`src/rtl/signed_bubble_sorter_pkg.sv`:
```
// Shared definitions for the signed bubble sorter.
// Contents:
//   DEFAULT_N - default number of entries
//   DEFAULT_W - default entry width in bits (two's complement)
//   state_t   - controller state encoding (IDLE=0, SORT=1, DONE=2)
package signed_bubble_sorter_pkg;

  localparam int DEFAULT_N = 4;
  localparam int DEFAULT_W = 4;

  typedef enum logic [1:0] {
    ST_IDLE = 2'd0,
    ST_SORT = 2'd1,
    ST_DONE = 2'd2
  } state_t;

endpackage

```
`src/rtl/signed_bubble_sorter_if.sv`:
```
// Load/start/result bundle between the sorter and whoever feeds it.
// Signals:
//   load_en     - write load_data into the next free entry
//   load_data   - W-bit signed value to load
//   start       - begin sorting the loaded entries
//   busy        - high while the sorter is comparing
//   done        - one-cycle pulse when the sort completes
//   count       - number of entries currently loaded
//   sorted_flat - entry i at bits [i*W +: W], entry 0 smallest
// Modports: master drives load/start, slave is the sorter side.
interface signed_bubble_sorter_if
  import signed_bubble_sorter_pkg::*;
#(
  parameter int N  = DEFAULT_N,
  parameter int W  = DEFAULT_W,
  parameter int CW = $clog2(N + 1)
);

  logic           load_en;
  logic [W-1:0]   load_data;
  logic           start;
  logic           busy;
  logic           done;
  logic [CW-1:0]  count;
  logic [N*W-1:0] sorted_flat;

  modport master (
    output load_en, load_data, start,
    input  busy, done, count, sorted_flat
  );

  modport slave (
    input  load_en, load_data, start,
    output busy, done, count, sorted_flat
  );

endinterface

```
`src/rtl/signed_bubble_sorter_lt.sv`:
```
// Combinational two's-complement less-than comparator.
// Ports:
//   a  - W-bit signed operand
//   b  - W-bit signed operand
//   lt - 1 iff a < b as signed values
module signed_lt #(
  parameter int W = 4
) (
  input  logic [W-1:0] a,
  input  logic [W-1:0] b,
  output logic         lt
);

  assign lt = $signed(a) < $signed(b);

endmodule

```
`src/rtl/signed_bubble_sorter.sv`:
```
// Sequential bubble sorter with a single shared signed comparator.
// Entries are loaded one per cycle in IDLE; start sorts the loaded
// prefix in place into ascending signed order, one compare per clock,
// and done pulses for one cycle when the sort finishes.
// Ports:
//   clk   - rising-edge clock
//   reset - asynchronous active-high reset
//   bus   - slave side of signed_bubble_sorter_if (load, start, status,
//           sorted_flat result)
module signed_bubble_sorter
  import signed_bubble_sorter_pkg::*;
#(
  parameter int N = DEFAULT_N,
  parameter int W = DEFAULT_W
) (
  input  logic                   clk,
  input  logic                   reset,
  signed_bubble_sorter_if.slave  bus
);

  localparam int CW = $clog2(N + 1);

  state_t        state;
  logic [W-1:0]  entry [N];
  logic [CW-1:0] count_q;
  logic [CW-1:0] j_q;
  logic [CW-1:0] p_q;
  logic          swapped_q;
  logic          busy_q;
  logic          done_q;

  logic [W-1:0]  op_a;
  logic [W-1:0]  op_b;
  logic          lt;
  logic          swapped_now;
  logic [CW-1:0] last_j;

  // Operand mux for the shared comparator: A is entry[j+1], B is entry[j].
  // A compare-decode avoids indexing the array with the wider counter.
  always_comb begin
    op_a = '0;
    op_b = '0;
    for (int i = 0; i < N - 1; i++) begin
      if (j_q == CW'(i)) begin
        op_b = entry[i];
        op_a = entry[i + 1];
      end
    end
  end

  signed_lt #(.W(W)) u_lt (
    .a  (op_a),
    .b  (op_b),
    .lt (lt)
  );

  // Last index of the current pass; only meaningful in SORT where
  // count >= 2 and p <= count-2, so it never underflows there.
  assign last_j      = count_q - CW'(2) - p_q;
  assign swapped_now = swapped_q | lt;

  // Controller and entry storage. busy and done are registered alongside
  // the state so they equal (state==SORT) and (state==DONE) exactly.
  always_ff @(posedge clk or posedge reset) begin
    if (reset) begin
      state     <= ST_IDLE;
      count_q   <= '0;
      j_q       <= '0;
      p_q       <= '0;
      swapped_q <= 1'b0;
      busy_q    <= 1'b0;
      done_q    <= 1'b0;
      for (int i = 0; i < N; i++) begin
        entry[i] <= '0;
      end
    end else begin
      case (state)
        ST_IDLE: begin
          // start takes priority; a load in the same cycle is dropped
          if (bus.start) begin
            j_q       <= '0;
            p_q       <= '0;
            swapped_q <= 1'b0;
            if (count_q >= CW'(2)) begin
              state  <= ST_SORT;
              busy_q <= 1'b1;
            end else begin
              state  <= ST_DONE;
              done_q <= 1'b1;
            end
          end else if (bus.load_en && (count_q < CW'(N))) begin
            for (int i = 0; i < N; i++) begin
              if (count_q == CW'(i)) begin
                entry[i] <= bus.load_data;
              end
            end
            count_q <= count_q + CW'(1);
          end
        end

        ST_SORT: begin
          // Strict less-than means equal values stay put (stable sort)
          if (lt) begin
            for (int i = 0; i < N - 1; i++) begin
              if (j_q == CW'(i)) begin
                entry[i]     <= op_a;
                entry[i + 1] <= op_b;
              end
            end
          end
          if (j_q < last_j) begin
            j_q       <= j_q + CW'(1);
            swapped_q <= swapped_now;
          end else if ((p_q == count_q - CW'(2)) || !swapped_now) begin
            // Final pass, or a pass with no swaps means already sorted
            state     <= ST_DONE;
            busy_q    <= 1'b0;
            done_q    <= 1'b1;
            swapped_q <= swapped_now;
          end else begin
            p_q       <= p_q + CW'(1);
            j_q       <= '0;
            swapped_q <= 1'b0;
          end
        end

        ST_DONE: begin
          // Entries are kept for display; only the fill pointer rewinds
          state   <= ST_IDLE;
          done_q  <= 1'b0;
          count_q <= '0;
        end

        default: begin
          state  <= ST_IDLE;
          busy_q <= 1'b0;
          done_q <= 1'b0;
        end
      endcase
    end
  end

  assign bus.busy  = busy_q;
  assign bus.done  = done_q;
  assign bus.count = count_q;

  // The result vector is the entry registers themselves
  for (genvar g = 0; g < N; g++) begin : g_flat
    assign bus.sorted_flat[g*W +: W] = entry[g];
  end

endmodule

```
`src/flat_wrapper.sv`:
```
// flat-port wrapper written by rule: the top's interface ports become plain ports
module signed_bubble_sorter_flat import signed_bubble_sorter_pkg::*;
#(
  parameter int N = DEFAULT_N,
  parameter int W = DEFAULT_W
)
  (clk, reset, bus_load_en, bus_load_data, bus_start, bus_busy, bus_done, bus_count, bus_sorted_flat);
  signed_bubble_sorter_if #(.N(N), .W(W)) bus_i ();
  input  logic clk;
  input  logic reset;
  input wire logic [$bits(bus_i.load_en)-1:0] bus_load_en;
  input wire logic [$bits(bus_i.load_data)-1:0] bus_load_data;
  input wire logic [$bits(bus_i.start)-1:0] bus_start;
  output wire logic [$bits(bus_i.busy)-1:0] bus_busy;
  output wire logic [$bits(bus_i.done)-1:0] bus_done;
  output wire logic [$bits(bus_i.count)-1:0] bus_count;
  output wire logic [$bits(bus_i.sorted_flat)-1:0] bus_sorted_flat;
  assign bus_i.load_en = bus_load_en;
  assign bus_i.load_data = bus_load_data;
  assign bus_i.start = bus_start;
  assign bus_busy = bus_i.busy;
  assign bus_done = bus_i.done;
  assign bus_count = bus_i.count;
  assign bus_sorted_flat = bus_i.sorted_flat;
  signed_bubble_sorter #(.N(N), .W(W)) u_core (.clk(clk), .reset(reset), .bus(bus_i));
endmodule
```
`config.mk`:
```
export PLATFORM = sky130hd
export DESIGN_NAME = signed_bubble_sorter_flat
export DESIGN_NICKNAME = d
export VERILOG_FILES = /design/src/rtl/signed_bubble_sorter_pkg.sv /design/src/rtl/signed_bubble_sorter_if.sv /design/src/rtl/signed_bubble_sorter_lt.sv /design/src/rtl/signed_bubble_sorter.sv /design/src/flat_wrapper.sv
export SDC_FILE = /design/constraint.sdc
export NUM_CORES = 1
export LEC_CHECK = 0
export CAP_MARGIN = 0
export CORE_AREA = 2 2 89 91
export CTS_BUF_LIST = sky130_fd_sc_hd__clkbuf_4
export DETAILED_ROUTE_END_ITERATION = 8
export DIE_AREA = 0 0 91 93
export PLACE_DENSITY = 0.5
export SETUP_SLACK_MARGIN = 0.02
export SYNTH_ARGS = -nofsm -noshare
export SYNTH_HDL_FRONTEND = slang
export SYNTH_SLANG_ARGS = --single-unit
export TNS_END_PERCENT = 30
```
`constraint.sdc`:
```
create_clock -name clk -period 3.3 [get_ports clk]
set_input_delay 0.66 -clock clk [delete_from_list [all_inputs] [get_ports clk]]
set_output_delay 0.66 -clock clk [all_outputs]
set_load 0.02 [all_outputs]
```
# Word level (Yosys, flattened, before mapping)
# Cells that the tools add are included.
# classes
eq_ne	26
mux	46
magnitude_cmp	4
addsub	5
reduce_logical	19
bitwise	2
# op_table
operator	count
16-bit 2-to-1 mux	3
4-bit 2-to-1 mux	10
16-bit one-hot mux with 2 select lines	1
8-bit 2-to-1 mux	3
6-bit AND reduction	4
3-bit 2-to-1 mux	7
2-bit by 1-bit inequality test with 1-bit output (second input constant)	10
3-bit one-hot mux with 2 select lines	3
1-bit 2-to-1 mux	11
2-bit inequality test (second input constant)	5
3-bit by 1-bit adder with 3-bit output (second input constant)	3
3-bit by 2-bit == test with 1-bit output (second input constant)	3
3-bit AND reduction	3
2-bit 2-to-1 mux	4
4-bit AND reduction	2
3-bit by 1-bit == test with 1-bit output (second input constant)	2
3-bit logical NOT	2
3-bit by 1-bit inequality test with 1-bit output (second input constant)	2
5-bit AND reduction	1
4-bit < comparator	1
1-bit one-hot mux with 2 select lines	2
2-bit one-hot mux with 2 select lines	1
2-bit nonzero test	2
3-bit == test	1
other kinds (16)	16
# word_totals
input_bits	8
ff_bits	30
elab_cells	113
out_inout_bits	21

# Logic depth before layout (Yosys ltp)
# Gate-level depths: netlist of the first run.
# logic_depth
word_depth	11
mapped_depth	14
mapped_depth_nobuf	12

# Modules after synthesis
# Synthesis of the first run repeated with hierarchy kept, for this count alone.
# unflattened
hier_cells	239
hier_area_um2	2203.4
# modules_own_cells
mod	seq_area_each_um2	instances	area_each_um2	cells_per_inst
signed_bubble_sorter	750.7	1	2113.3	227
signed_lt	0.0	1	90.1	12

# Least setup slack after synthesis of the first run
# Ideal clock, no wire load.
# synth_path
kind	register to register
from	reg u_core.j_q[0]
to	reg u_core.p_q[0]
path_slack_ps	23
stages_incl_launch_ff	14
setup_time_ps	128
arrival_time_ps	3150
path_buffers	2
t_required_ps	3172
period_less_slack_ps	3277
path_cell_list	dfrtp_1 inv_1 ha_1 buf_4 clkbuf_1 nor3b_1 a221oi_1 inv_1 ha_1 nor2b_1 a31oi_1 o21ai_4 o31a_1 mux2_1
# synth_between
elab_chain_len	10
elab_cells_between_ends	17
classes_between	order compare (2); eq/ne (4); mux (6); bitwise (1); reduce/logical (4)
# synth_rtl
item	line	rtl
from (decl)	signed_bubble_sorter.sv:26	logic [CW-1:0] j_q;
from (signal assigned)	signed_bubble_sorter.sv:112	j_q <= j_q + CW'(1);
3-bit logical NOT	signed_bubble_sorter.sv:44	if (j_q == CW'(i)) begin
4-bit 2-to-1 mux (3 in series)	signed_bubble_sorter.sv:44	
4-bit < comparator	signed_bubble_sorter_lt.sv:14	assign lt = $signed(a) < $signed(b);
1-bit OR	signed_bubble_sorter.sv:60	assign swapped_now = swapped_q | lt;
1-bit logical NOT	signed_bubble_sorter.sv:114	end else if ((p_q == count_q - CW'(2)) || !swapped_now) begin
1-bit logical OR	signed_bubble_sorter.sv:114	
2-bit inequality test (no source line)	-	
4-bit AND reduction (no source line) (*)	-	
to (signal assigned)	signed_bubble_sorter.sv:121	p_q <= p_q + CW'(1);
to (decl)	signed_bubble_sorter.sv:27	logic [CW-1:0] p_q;
# Mark *: on every way between the ends. The rest lies on a longest branch, timed or not.
# A chain may end at the register's enable or synchronous reset.

# Worst setup path after layout of the first run
# Ends and elaborated chain as after synthesis.

==> metrics.txt, run 1 <==
# TYPE chip_impl_metric gauge
chip_impl_metric{name="irDropWorstVdd",unit="uV"} 336.8
chip_impl_metric{name="mean_instance_size_in_the_synthesized_netlist",unit="sq um"} 9.027
chip_impl_metric{name="yosys.area.top_type_share",unit="%"} 34.36
chip_impl_metric{name="clock_latency_of_the_later_clocked_register_in_the_worst_skew_pair",unit="ns"} 0.33
chip_impl_metric{name="hold_depth",unit=""} 1
chip_impl_metric{name="final_core_utilization",unit="%"} 36.65
chip_impl_metric{name="dieArea",unit="sq um"} 8463
chip_impl_metric{name="numCtsBuffers",unit=""} 5
chip_impl_metric{name="min_period_over_period",unit="%"} 94.29
chip_impl_metric{name="worst_r2r_path_depth",unit=""} 13
chip_impl_metric{name="power.share.sequential",unit="%"} 27.1
chip_impl_metric{name="setup-violations-final",unit=""} 0
chip_impl_info{name="critical_path.startpoint_type",value="register"} 1
chip_impl_metric{name="wl_per_cell",unit="um"} 15.85
chip_impl_metric{name="final_layout_size_suffix_gt1_share",unit="%"} 12.81
chip_impl_metric{name="drc",unit=""} 0
chip_impl_metric{name="drt_first_iter_violations",unit=""} 94
chip_impl_metric{name="power_per_cell_area",unit="nW/um^2"} 946.2
chip_impl_metric{name="initial_cell_density_of_the_core",unit="%"} 29.02
chip_impl_info{name="worst_setup_path_startpoint",value="u_core.j_q[0]$_DFFE_PP0P_"} 1
chip_impl_metric{name="p_int",unit="W"} 0.001380
chip_impl_metric{name="report.final.slew_viol_count",unit=""} 0
chip_impl_metric{name="clk_pin_slew_worst_paths",unit="ns"} 0.09
chip_impl_metric{name="detailedPlacementHpwl",unit="mm"} 4.624
chip_impl_metric{name="via_count",unit=""} 1943
chip_impl_metric{name="critical_path_arrival",unit="ns"} 3.32
chip_impl_metric{name="grtUsageTotal",unit="%"} 14.91
chip_impl_metric{name="cts_max_path_buffers",unit=""} 2
chip_impl_info{name="rsz0062_at_grt",value="yes"} 1
chip_impl_info{name="synth_ff_type",value="dfrtp_1"} 1
chip_impl_metric{name="route.antenna.remaining_nets",unit=""} 0
chip_impl_metric{name="synth_warnings",unit=""} 0
chip_impl_metric{name="cp_data_required_time",unit="ns"} 3.51
chip_impl_metric{name="antenna_found_initial",unit=""} 0
chip_impl_metric{name="synthDistinctLibCells",unit=""} 48
chip_impl_metric{name="hold_viol_final",unit=""} 0
chip_impl_metric{name="total_nets_after_synthesis",unit=""} 268
chip_impl_metric{name="row_count",unit=""} 32
chip_impl_info{name="worstReg2RegStart",value="u_core.j_q[0]$_DFFE_PP0P_"} 1
chip_impl_metric{name="antenna_cells_inserted",unit=""} 0
chip_impl_metric{name="finalClockSkew",unit="ns"} 0.01218
chip_impl_info{name="root_buffer",value="clkbuf_4"} 1
chip_impl_metric{name="synth-seq-cells",unit=""} 30
chip_impl_metric{name="area_delta_synth_final",unit="%"} 26.29
chip_impl_metric{name="port_buffers",unit=""} 28
chip_impl_info{name="mostFrequentLayoutCells",value="30 x dfrtp_1, 29 x nand2_1, 28 x clkdlybuf4s50_1, 21 x nor2_1, 19 x a21oi_1"} 1
chip_impl_metric{name="dieWidth",unit="um"} 91
chip_impl_metric{name="cts-htree-levels",unit=""} 2
chip_impl_metric{name="number_of_primary_i_o_pins",unit=""} 29
chip_impl_metric{name="mappedNetlistArea",unit="sq um"} 2185
chip_impl_metric{name="wl_on_met1",unit="mm"} 2.851
chip_impl_metric{name="total_leakage_power",unit="nW"} 1.189
chip_impl_metric{name="viasPerCell",unit=""} 5.073
chip_impl_info{name="synth_top_cell_by_area",value="dfrtp_1"} 1
chip_impl_info{name="outcome",value="finished, final reports clean"} 1
chip_impl_metric{name="overflow",unit=""} 0
chip_impl_metric{name="fin_ws",unit="ns"} 0.1883
chip_impl_metric{name="maxClockFrequency",unit="MHz"} 321.4
chip_impl_metric{name="first_global_vias",unit=""} 1888
chip_impl_info{name="cts_tree",value="yes"} 1
chip_impl_metric{name="power.combinational.fraction",unit="%"} 62.1
chip_impl_info{name="synth_top_cells_by_area",value="dfrtp_1 34%, ha_1 9.7%, mux2_1 6.7%"} 1
chip_impl_metric{name="die-height",unit="um"} 93
chip_impl_metric{name="route.met3.wl",unit="um"} 252
chip_impl_info{name="hold_class",value="reg2reg"} 1
chip_impl_metric{name="synth_enable_flop_cells",unit=""} 0
chip_impl_metric{name="preCtsSetupSlack",unit="ns"} 0.07026
chip_impl_metric{name="synth_async_reset_ratio",unit="%"} 100.0
chip_impl_metric{name="fin_worst_hold_slack",unit="ns"} 0.4963
chip_impl_metric{name="clock_share_of_power",unit="%"} 10.8
chip_impl_info{name="timing.setup.critical_path_class",value="reg2reg"} 1
chip_impl_metric{name="cts_hold_repair.buffers",unit=""} 0
chip_impl_metric{name="grt_max_degree",unit=""} 31
chip_impl_metric{name="synth_cells",unit=""} 242
chip_impl_metric{name="cts_sinks",unit=""} 30
chip_impl_metric{name="timing.critical_path.fanout_max",unit=""} 7
chip_impl_metric{name="worst_pin_slew",unit="ns"} 0.6179
chip_impl_info{name="end_kind",value="register"} 1
chip_impl_info{name="maxUsedRoutingLayer",value="met4"} 1
chip_impl_metric{name="max-cap-violations",unit=""} 0
chip_impl_metric{name="finalNetCount",unit=""} 307
chip_impl_metric{name="fp.coreArea",unit="sq um"} 7527
chip_impl_info{name="final_common_cell",value="dfrtp_1"} 1
chip_impl_info{name="holdCritStartpoint",value="u_core.p_q[2]$_DFFE_PP0P_"} 1
chip_impl_metric{name="synth.yosys.seq_area_share",unit="%"} 34.36
chip_impl_metric{name="timing.max_slew.rel_slack",unit="%"} 58.71
chip_impl_metric{name="wl_met2",unit="mm"} 2.928
chip_impl_metric{name="drtPass1Iterations",unit=""} 4
chip_impl_metric{name="routed_wl",unit="mm"} 6.071
chip_impl_metric{name="p_sw",unit="W"} 0.001230
chip_impl_metric{name="final_period_minus_worst_setup_slack",unit="ns"} 3.112
chip_impl_metric{name="power.share.switching",unit="%"} 47.13
chip_impl_metric{name="gp_congestion",unit=""} 0.8535
chip_impl_metric{name="grt_pass1_wl",unit="mm"} 9.977
[critical path: stages (launching register included)]
cell and delay (ns):
dfrtp_1 0.45, inv_1 0.11, ha_1 0.17, buf_4 0.17
nor4bb_2 0.22, a21oi_1 0.07, nor2_1 0.15, a21oi_1 0.07
ha_1 0.30, nor2b_1 0.20, o211ai_1 0.21, o21ai_4 0.32
o31a_1 0.25, mux2_1 0.34
[state kept, by name, summed over array words and instances, names as in the netlist]
signal and flops:
u_core.bus.sorted_flat 16, u_core.bus.count 3, u_core.j_q 3, u_core.p_q 3, u_core.state 2, u_core.bus.busy 1
u_core.bus.done 1, u_core.swapped_q 1
[cell usage after synthesis, drive strengths merged, types with 2 or more instances]
master,instances
nor2,21
o31ai,2
dfrtp,30
nand2,29
buf,3
nor4bb,2
inv,15
and2,4
nand3,6
mux2i,2
a21oi,22
a211oi,2
a2bb2oi,2
nor3b,2
a221oi,4
ha,17
xor2,2
a31oi,4
clkbuf,5
nand3b,5
o211ai,4
nor2b,6
mux2,16
nor3,4
o21ai,12
nand4,2
a22o,3
a22oi,2
[final timing paths]
check                                                    endpoint  slack [ns]
hold / removal                          u_core.p_q[2]$_DFFE_PP0P_        0.50
min in group asynchronous  u_core.bus.sorted_flat[15]$_DFFE_PP0P_        0.70
setup reg to reg                        u_core.p_q[0]$_DFFE_PP0P_        0.19
hold reg to reg                         u_core.p_q[2]$_DFFE_PP0P_        0.50
max in group asynchronous         u_core.bus.count[0]$_DFFE_PP0P_        2.31
setup / recovery                        u_core.p_q[0]$_DFFE_PP0P_        0.19
[metrics by stage]
step	instance area [sq um]	instances	power [W]	setup TNS [ns]
floorplan	2185	242	0.001695	0
global placement	2639	375	0.002280	0
detailed placement	2639	375	0.002278	0
CTS	2710	382	0.002576	0
global route	2759	383	0.002821	-0.1251
finish	2759	383	0.002610	0
[area by class of cell]
cell class | count | area [sq um]
timing repair buffer | 40 | 370.4
clock buffer | 5 | 37.54
clock inverter | 2 | 33.78
tap | 102 | 127.6
fill | 818 | 4768
multi-input combinational | 189 | 1383
inverter | 15 | 56.30
sequential | 30 | 750.7
[what timing repair did]
item / in CTS / in global routing
buffers inserted: 0 / 1
gates resized for setup: 0 / 7
setup endpoints to repair: 0 / 24
[power by group through the flow]
stage / clock, W / sequential (W) / combinational [W]
2_1_floorplan: 0 / 0.000796 / 0.000899
3_3_place_gp: 0 / 0.000719 / 0.00156
3_5_place_dp: 0 / 0.000715 / 0.00156
4_1_cts: 0.000294 / 0.000708 / 0.00157
5_1_grt: 0.000309 / 0.000738 / 0.00177
6_report: 0.000282 / 0.000708 / 0.00162
[per-layer routing]
metal | vias to the layer above | GRT usage [%]
met1 | 946 | 19.54
met4 | 0 | 3.030
met5 | - | 0
li1 | 948 | -
met3 | 4 | 3.304
met2 | 45 | 25.37
[cell families after synthesis]
group,count (synthesis),synth area share [%]
simple gates,85,19.30
buf+inv,23,4.238
flops,30,34.36
xor+xnor,2,0.8020
compound gates,66,21.48
mux,18,9.164
fa+ha+maj,18,10.65
No activity file was read; power rests on OpenSTA's default activity.
==> run 2: changes to the inputs <==
CORE_AREA = 2 2 70 72   (was 2 2 89 91)
DIE_AREA = 0 0 72 74   (was 0 0 91 93)
PLACE_DENSITY = 0.75   (was 0.5)
==> metrics.txt, run 2 (synthesized netlist as in run 1, its figures left out) <==
# TYPE chip_impl_metric gauge
chip_impl_info{name="outcome",value="finished, final reports clean"} 1
chip_impl_metric{name="drtPass1Iterations",unit=""} 4
chip_impl_metric{name="power_per_cell_area",unit="nW/um^2"} 940.1
chip_impl_metric{name="dpl_cell_area",unit="sq um"} 2579
chip_impl_metric{name="routed_wl",unit="mm"} 5.366
chip_impl_metric{name="hold_viol_final",unit=""} 0
chip_impl_metric{name="area_delta_synth_final",unit="%"} 22.16
chip_impl_info{name="end_kind",value="register"} 1
chip_impl_metric{name="clk_pin_slew_worst_paths",unit="ns"} 0.10
chip_impl_metric{name="antenna_found_initial",unit=""} 0
chip_impl_info{name="crit_slowest_cell",value="dfrtp_1"} 1
chip_impl_metric{name="stdcell_area",unit="sq um"} 2669
chip_impl_metric{name="route.antenna.remaining_nets",unit=""} 0
chip_impl_info{name="rsz0062_at_grt",value="no"} 1
chip_impl_metric{name="fillCellCount",unit=""} 393
chip_impl_metric{name="antenna_cells_inserted",unit=""} 0
chip_impl_info{name="hold_class",value="reg2reg"} 1
chip_impl_info{name="worstReg2RegStart",value="u_core.j_q[0]$_DFFE_PP0P_"} 1
chip_impl_metric{name="timing.critical_path.fanout_max",unit=""} 7
chip_impl_metric{name="worst_r2r_path_depth",unit=""} 13
chip_impl_metric{name="cts_sinks",unit=""} 30
chip_impl_metric{name="cts_max_path_buffers",unit=""} 2
chip_impl_metric{name="row_count",unit=""} 25
chip_impl_info{name="timing.setup.critical_path_class",value="reg2reg"} 1
chip_impl_metric{name="final.setup.tns",unit="ns"} 0
chip_impl_metric{name="dieWidth",unit="um"} 72
chip_impl_metric{name="hold_depth",unit=""} 1
chip_impl_metric{name="drt_first_iter_violations",unit=""} 119
chip_impl_info{name="critical_path.startpoint_type",value="register"} 1
chip_impl_metric{name="min_period_over_period",unit="%"} 92.13
chip_impl_metric{name="irDropWorstVdd",unit="uV"} 435.6
chip_impl_metric{name="biggest_cell_delay_along_the_critical_path",unit="ns"} 0.45
chip_impl_metric{name="cts-htree-levels",unit=""} 2
chip_impl_metric{name="largest_register_ffs",unit=""} 16
chip_impl_metric{name="finalNetCount",unit=""} 306
chip_impl_metric{name="grtUsageTotal",unit="%"} 21.52
chip_impl_metric{name="number_of_primary_i_o_pins",unit=""} 29
chip_impl_metric{name="finalClockSkew",unit="ns"} 0.007541
chip_impl_metric{name="final_layout_size_suffix_gt1_share",unit="%"} 12.46
chip_impl_metric{name="cp_data_required_time",unit="ns"} 3.53
chip_impl_info{name="path_cells",value="inv_1 -> ha_1 -> buf_4 -> nor4bb_1 -> a21oi_1 -> nor2_1 -> a21oi_1 -> ha_1 -> nor2b_1 -> o211ai_1 -> o21ai_4 -> o31a_1 -> mux2_1"} 1
chip_impl_metric{name="register_area",unit="sq um"} 750.7
chip_impl_info{name="final_common_cell",value="dfrtp_1"} 1
chip_impl_metric{name="total_leakage_power",unit="nW"} 1.177
chip_impl_metric{name="grt_pass1_wl",unit="mm"} 8.963
chip_impl_metric{name="max-cap-violations",unit=""} 0
chip_impl_info{name="mostFrequentLayoutCells",value="30 x dfrtp_1, 29 x nand2_1, 28 x clkdlybuf4s50_1, 21 x nor2_1, 20 x a21oi_1"} 1
chip_impl_metric{name="numCtsBuffers",unit=""} 5
chip_impl_info{name="cts_tree",value="yes"} 1
chip_impl_metric{name="clock_latency_of_the_later_clocked_register_in_the_worst_skew_pair",unit="ns"} 0.33
chip_impl_info{name="holdCritStartpoint",value="u_core.p_q[2]$_DFFE_PP0P_"} 1
chip_impl_metric{name="initial_cell_density_of_the_core",unit="%"} 47.51
chip_impl_metric{name="report.final.slew_viol_count",unit=""} 0
chip_impl_metric{name="multiInputGateArea",unit="sq um"} 1378
chip_impl_metric{name="detailedPlacementHpwl",unit="mm"} 3.939
chip_impl_metric{name="global_route.usage.met1",unit="%"} 26.39
chip_impl_metric{name="timing.max_slew.rel_slack",unit="%"} 60.68
chip_impl_metric{name="viasPerCell",unit=""} 5.827
chip_impl_metric{name="placed_cells_incl_taps",unit=""} 327
chip_impl_metric{name="worst_pin_slew",unit="ns"} 0.5884
chip_impl_metric{name="critical_path_arrival",unit="ns"} 3.27
chip_impl_metric{name="final_period_minus_worst_setup_slack",unit="ns"} 3.040
chip_impl_metric{name="setup-violations-final",unit=""} 0
chip_impl_metric{name="grt_max_degree",unit=""} 31
chip_impl_metric{name="wl_per_cell",unit="um"} 16.02
chip_impl_metric{name="cts_hold_repair.buffers",unit=""} 0
chip_impl_metric{name="gp_congestion",unit=""} 0.8696
chip_impl_metric{name="die-height",unit="um"} 74
chip_impl_info{name="worst_setup_path_startpoint",value="u_core.j_q[0]$_DFFE_PP0P_"} 1
chip_impl_metric{name="maxClockFrequency",unit="MHz"} 328.9
chip_impl_metric{name="grt.met2_usage",unit="%"} 37.14
chip_impl_metric{name="fp.coreArea",unit="sq um"} 4598
chip_impl_metric{name="dieArea",unit="sq um"} 5328
chip_impl_metric{name="via_count",unit=""} 1952
chip_impl_metric{name="overflow",unit=""} 0
chip_impl_metric{name="drc",unit=""} 0
chip_impl_metric{name="port_buffers",unit=""} 28
chip_impl_info{name="grt_busiest_layer",value="met2"} 1
chip_impl_metric{name="first_global_vias",unit=""} 1974
chip_impl_metric{name="finish.cell_count_without_fillers",unit=""} 335
chip_impl_metric{name="gr_layer_usage_met3",unit="%"} 4.201
chip_impl_info{name="root_buffer",value="clkbuf_4"} 1
run 2: worst max-delay path: cells and delay by family (launching register included):
family,cells,cell delay (ns)
buffers and inverters,2,0.27
and+or+nand+nor,3,0.53
DFF,1,0.45
AOI/OAI and AO/OA,5,0.90
muxes,1,0.33
adders and majority gates,2,0.47
run 2: repair_timing:
action                     CTS  global route
hold endpoints to repair     0             0
setup endpoints to repair    0            25
buffers inserted             0             0
resized for setup            0             6
run 2: path summary, 6_finish.rpt:
path / end / slack, ns
worst max-delay path: u_core.p_q[0]$_DFFE_PP0P_ / 0.26
worst min-delay path: u_core.p_q[2]$_DFFE_PP0P_ / 0.50
worst max register to register: u_core.p_q[0]$_DFFE_PP0P_ / 0.26
worst min register to register: u_core.p_q[2]$_DFFE_PP0P_ / 0.50
max in group asynchronous: u_core.bus.count[2]$_DFFE_PP0P_ / 2.32
min in group asynchronous: u_core.bus.sorted_flat[9]$_DFFE_PP0P_ / 0.69
run 2: cell type report:
type / instances / area share, %
clock buffers: 6 / 1.688
flip-flops and latches: 30 / 28.13
clock inverters: 2 / 0.3282
inverters: 15 / 2.110
well taps: 54 / 2.532
multi-input cells: 189 / 51.62
repair buffers: 39 / 13.60
run 2: stage by stage:
step | total power, W | setup WS, ns | utilization (%) | hold WS [ns]
detailed placement | 0.002253 | 0.06197 | 56.08 | 0.4896
floorplan | 0.001695 | 0.02273 | - | 0.4649
finish | 0.002509 | 0.2596 | 58.04 | 0.4958
CTS | 0.002485 | 0.02908 | 57.25 | 0.5030
global placement | 0.002218 | 0.2360 | 56.08 | 0.4827
global route | 0.002705 | 0.01075 | 58.04 | 0.5227
run 2: metal layers:
layer | up-vias | wire [um]
met5 | - | 0
met4 | 0 | 82
met3 | 8 | 285
met2 | 59 | 2620
met1 | 929 | 2378
li1 | 956 | -
run 2: report_power, final:
group	switching (W)	total, W	internal, W	leakage, nW
Sequential	0.000177	0.000692	0.000516	0.384
Clock	0.000132	0.000220	0.0000882	0.0331
Combinational	0.000891	0.00160	0.000705	0.760
Total	0.00120	0.00251	0.00131	1.18
==> run 3: changes to the inputs <==
CTS_BUF_LIST = unset   (was sky130_fd_sc_hd__clkbuf_4)
==> metrics.txt, run 3 (synthesized netlist as in run 1, its figures left out) <==
# TYPE chip_impl_metric gauge
chip_impl_metric{name="port_buffers",unit=""} 28
chip_impl_metric{name="finalNetCount",unit=""} 306
chip_impl_metric{name="max-cap-violations",unit=""} 0
chip_impl_info{name="timing.setup.critical_path_class",value="reg2reg"} 1
chip_impl_metric{name="viasPerCell",unit=""} 5.854
chip_impl_metric{name="drtPass1Iterations",unit=""} 4
chip_impl_metric{name="p_int",unit="W"} 0.001390
chip_impl_metric{name="final_core_utilization",unit="%"} 58.86
chip_impl_metric{name="largest_register_ffs",unit=""} 16
chip_impl_metric{name="antenna_found_initial",unit=""} 0
chip_impl_metric{name="total_leakage_power",unit="nW"} 1.192
chip_impl_metric{name="maxClockFrequency",unit="MHz"} 329.3
chip_impl_metric{name="power_per_cell_area",unit="nW/um^2"} 962.1
chip_impl_metric{name="final_layout_size_suffix_gt1_share",unit="%"} 12.46
chip_impl_metric{name="antenna_cells_inserted",unit=""} 0
chip_impl_metric{name="cts_sinks",unit=""} 30
chip_impl_metric{name="irDropWorstVdd",unit="uV"} 521.0
chip_impl_metric{name="drt_first_iter_violations",unit=""} 162
chip_impl_metric{name="numCtsBuffers",unit=""} 5
chip_impl_metric{name="p_sw",unit="W"} 0.001214
chip_impl_metric{name="final_period_minus_worst_setup_slack",unit="ns"} 3.037
chip_impl_info{name="root_buffer",value="clkbuf_8"} 1
chip_impl_info{name="worst_setup_path_startpoint",value="u_core.j_q[0]$_DFFE_PP0P_"} 1
chip_impl_metric{name="dieArea",unit="sq um"} 5328
chip_impl_metric{name="power.share.sequential",unit="%"} 26.7
chip_impl_metric{name="detailedPlacementHpwl",unit="mm"} 3.939
chip_impl_metric{name="die-height",unit="um"} 74
chip_impl_metric{name="overflow",unit=""} 0
chip_impl_metric{name="number_of_primary_i_o_pins",unit=""} 29
chip_impl_metric{name="fp.coreArea",unit="sq um"} 4598
chip_impl_metric{name="route.antenna.remaining_nets",unit=""} 0
chip_impl_metric{name="area_delta_synth_final",unit="%"} 23.88
chip_impl_info{name="r2r-end",value="u_core.p_q[0]$_DFFE_PP0P_"} 1
chip_impl_metric{name="grt_max_degree",unit=""} 31
chip_impl_metric{name="reg2reg_setup_slack",unit="ns"} 0.26
chip_impl_metric{name="report.final.slew_viol_count",unit=""} 0
chip_impl_info{name="end_kind",value="register"} 1
chip_impl_metric{name="cts_hold_repair.buffers",unit=""} 0
chip_impl_info{name="outcome",value="finished, final reports clean"} 1
chip_impl_metric{name="dieWidth",unit="um"} 72
chip_impl_metric{name="setup-violations-final",unit=""} 0
chip_impl_metric{name="preCtsSetupSlack",unit="ns"} 0.06197
chip_impl_metric{name="hold_viol_final",unit=""} 0
chip_impl_info{name="cts_tree",value="yes"} 1
chip_impl_metric{name="initial_cell_density_of_the_core",unit="%"} 47.51
chip_impl_metric{name="clk_pin_slew_worst_paths",unit="ns"} 0.07
chip_impl_metric{name="power.share.switching",unit="%"} 46.61
chip_impl_info{name="rsz0062_at_grt",value="no"} 1
chip_impl_info{name="crit_end",value="u_core.p_q[0]$_DFFE_PP0P_"} 1
chip_impl_metric{name="timing.max_slew.rel_slack",unit="%"} 61.32
chip_impl_metric{name="via_count",unit=""} 1961
chip_impl_metric{name="clock_latency_of_the_later_clocked_register_in_the_worst_skew_pair",unit="ns"} 0.29
chip_impl_info{name="hold_class",value="reg2reg"} 1
chip_impl_metric{name="cts.repair_timing.setup_buffer_count",unit=""} 0
chip_impl_metric{name="routed_wl",unit="mm"} 5.443
chip_impl_metric{name="cts-htree-levels",unit=""} 2
chip_impl_metric{name="timing.critical_path.fanout_max",unit=""} 7
chip_impl_metric{name="cp_data_required_time",unit="ns"} 3.48
chip_impl_metric{name="row_count",unit=""} 25
chip_impl_metric{name="min_period_over_period",unit="%"} 92.03
chip_impl_metric{name="clock_share_of_power",unit="%"} 12.1
chip_impl_metric{name="power.combinational.fraction",unit="%"} 61.2
chip_impl_metric{name="critical_path_arrival",unit="ns"} 3.21
chip_impl_info{name="final_common_cell",value="dfrtp_1"} 1
chip_impl_metric{name="fin_ws",unit="ns"} 0.2631
chip_impl_metric{name="grt_pass1_wl",unit="mm"} 9.080
chip_impl_info{name="critical_path.startpoint_type",value="register"} 1
chip_impl_metric{name="worst_r2r_path_depth",unit=""} 13
chip_impl_metric{name="first_global_vias",unit=""} 1970
chip_impl_metric{name="finalClockSkew",unit="ns"} 0.004836
chip_impl_metric{name="worst_pin_slew",unit="ns"} 0.5787
chip_impl_info{name="worstReg2RegStart",value="u_core.j_q[0]$_DFFE_PP0P_"} 1
chip_impl_metric{name="grtUsageTotal",unit="%"} 22.04
chip_impl_metric{name="fillCellCount",unit=""} 387
chip_impl_metric{name="drc",unit=""} 0
chip_impl_metric{name="wl_per_cell",unit="um"} 16.25
chip_impl_metric{name="cts_max_path_buffers",unit=""} 2
chip_impl_metric{name="final.setup.tns",unit="ns"} 0
chip_impl_metric{name="gp_congestion",unit=""} 0.8696
chip_impl_info{name="mostFrequentLayoutCells",value="30 x dfrtp_1, 29 x nand2_1, 28 x clkdlybuf4s50_1, 21 x nor2_1, 20 x a21oi_1"} 1
## run 3: stage by stage
stage	power (W)	std cells	hold slack (ns)	cell area, sq um
finish	0.002604	335	0.4915	2706
global route	0.002805	335	0.5175	2706
CTS	0.002581	335	0.4982	2670
detailed placement	0.002253	327	0.4896	2579
global placement	0.002218	327	0.4827	2579
floorplan	0.001695	242	0.4649	2185
## run 3: worst min path at each step
stage | from | end | slack (ns) | cells after the start
after floorplan | u_core.p_q[2]$_DFFE_PP0P_ | u_core.p_q[2]$_DFFE_PP0P_ | 0.46 | 1
after global placement | u_core.p_q[2]$_DFFE_PP0P_ | u_core.p_q[2]$_DFFE_PP0P_ | 0.48 | 1
after detailed placement | u_core.p_q[2]$_DFFE_PP0P_ | u_core.p_q[2]$_DFFE_PP0P_ | 0.49 | 1
after CTS | u_core.p_q[2]$_DFFE_PP0P_ | u_core.p_q[2]$_DFFE_PP0P_ | 0.50 | 1
after global routing | u_core.p_q[2]$_DFFE_PP0P_ | u_core.p_q[2]$_DFFE_PP0P_ | 0.52 | 1
final | u_core.p_q[2]$_DFFE_PP0P_ | u_core.p_q[2]$_DFFE_PP0P_ | 0.49 | 1
## run 3: final cells by class
type	count	area (sq um)	area share, %
flip-flops and latches	30	750.7	27.74
well taps	54	67.56	2.497
inverters	15	56.30	2.080
clock inverters	1	5.005	0.1849
clock buffers	7	86.33	3.190
multi-input cells	189	1378	50.90
repair buffers	39	362.8	13.41
## run 3: repair_timing
item / CTS / global route
hold endpoints to repair: 0 / 0
endpoints found under the setup margin: 0 / 23
gates resized for setup: 0 / 6
## run 3: power groups by stage
stage	clock network, W	registers, W	logic, W
after floorplan	0	0.000796	0.000899
after global placement	0	0.000695	0.00152
after detailed placement	0	0.000698	0.00155
after CTS	0.000320	0.000693	0.00157
after global routing	0.000339	0.000718	0.00175
final	0.000315	0.000694	0.00159
## run 3: worst max-delay path: stages (launching register included)
cell and delay, ns:
dfrtp_1 0.44, inv_1 0.11, ha_1 0.17, buf_4 0.15
nor4bb_1 0.20, a21oi_1 0.06, nor2_1 0.13, a21oi_1 0.06
ha_1 0.30, nor2b_1 0.20, o211ai_1 0.20, o21ai_4 0.32
o31a_1 0.25, mux2_1 0.33
## run 3: layer usage
metal | global-route usage, % | up-vias | part of all wire, %
met4 | 9.434 | 0 | 1.2
met3 | 5.420 | 6 | 6.0
li1 | - | 953 | -
met2 | 36.93 | 63 | 49
met1 | 27.34 | 939 | 44
met5 | 0 | - | 0
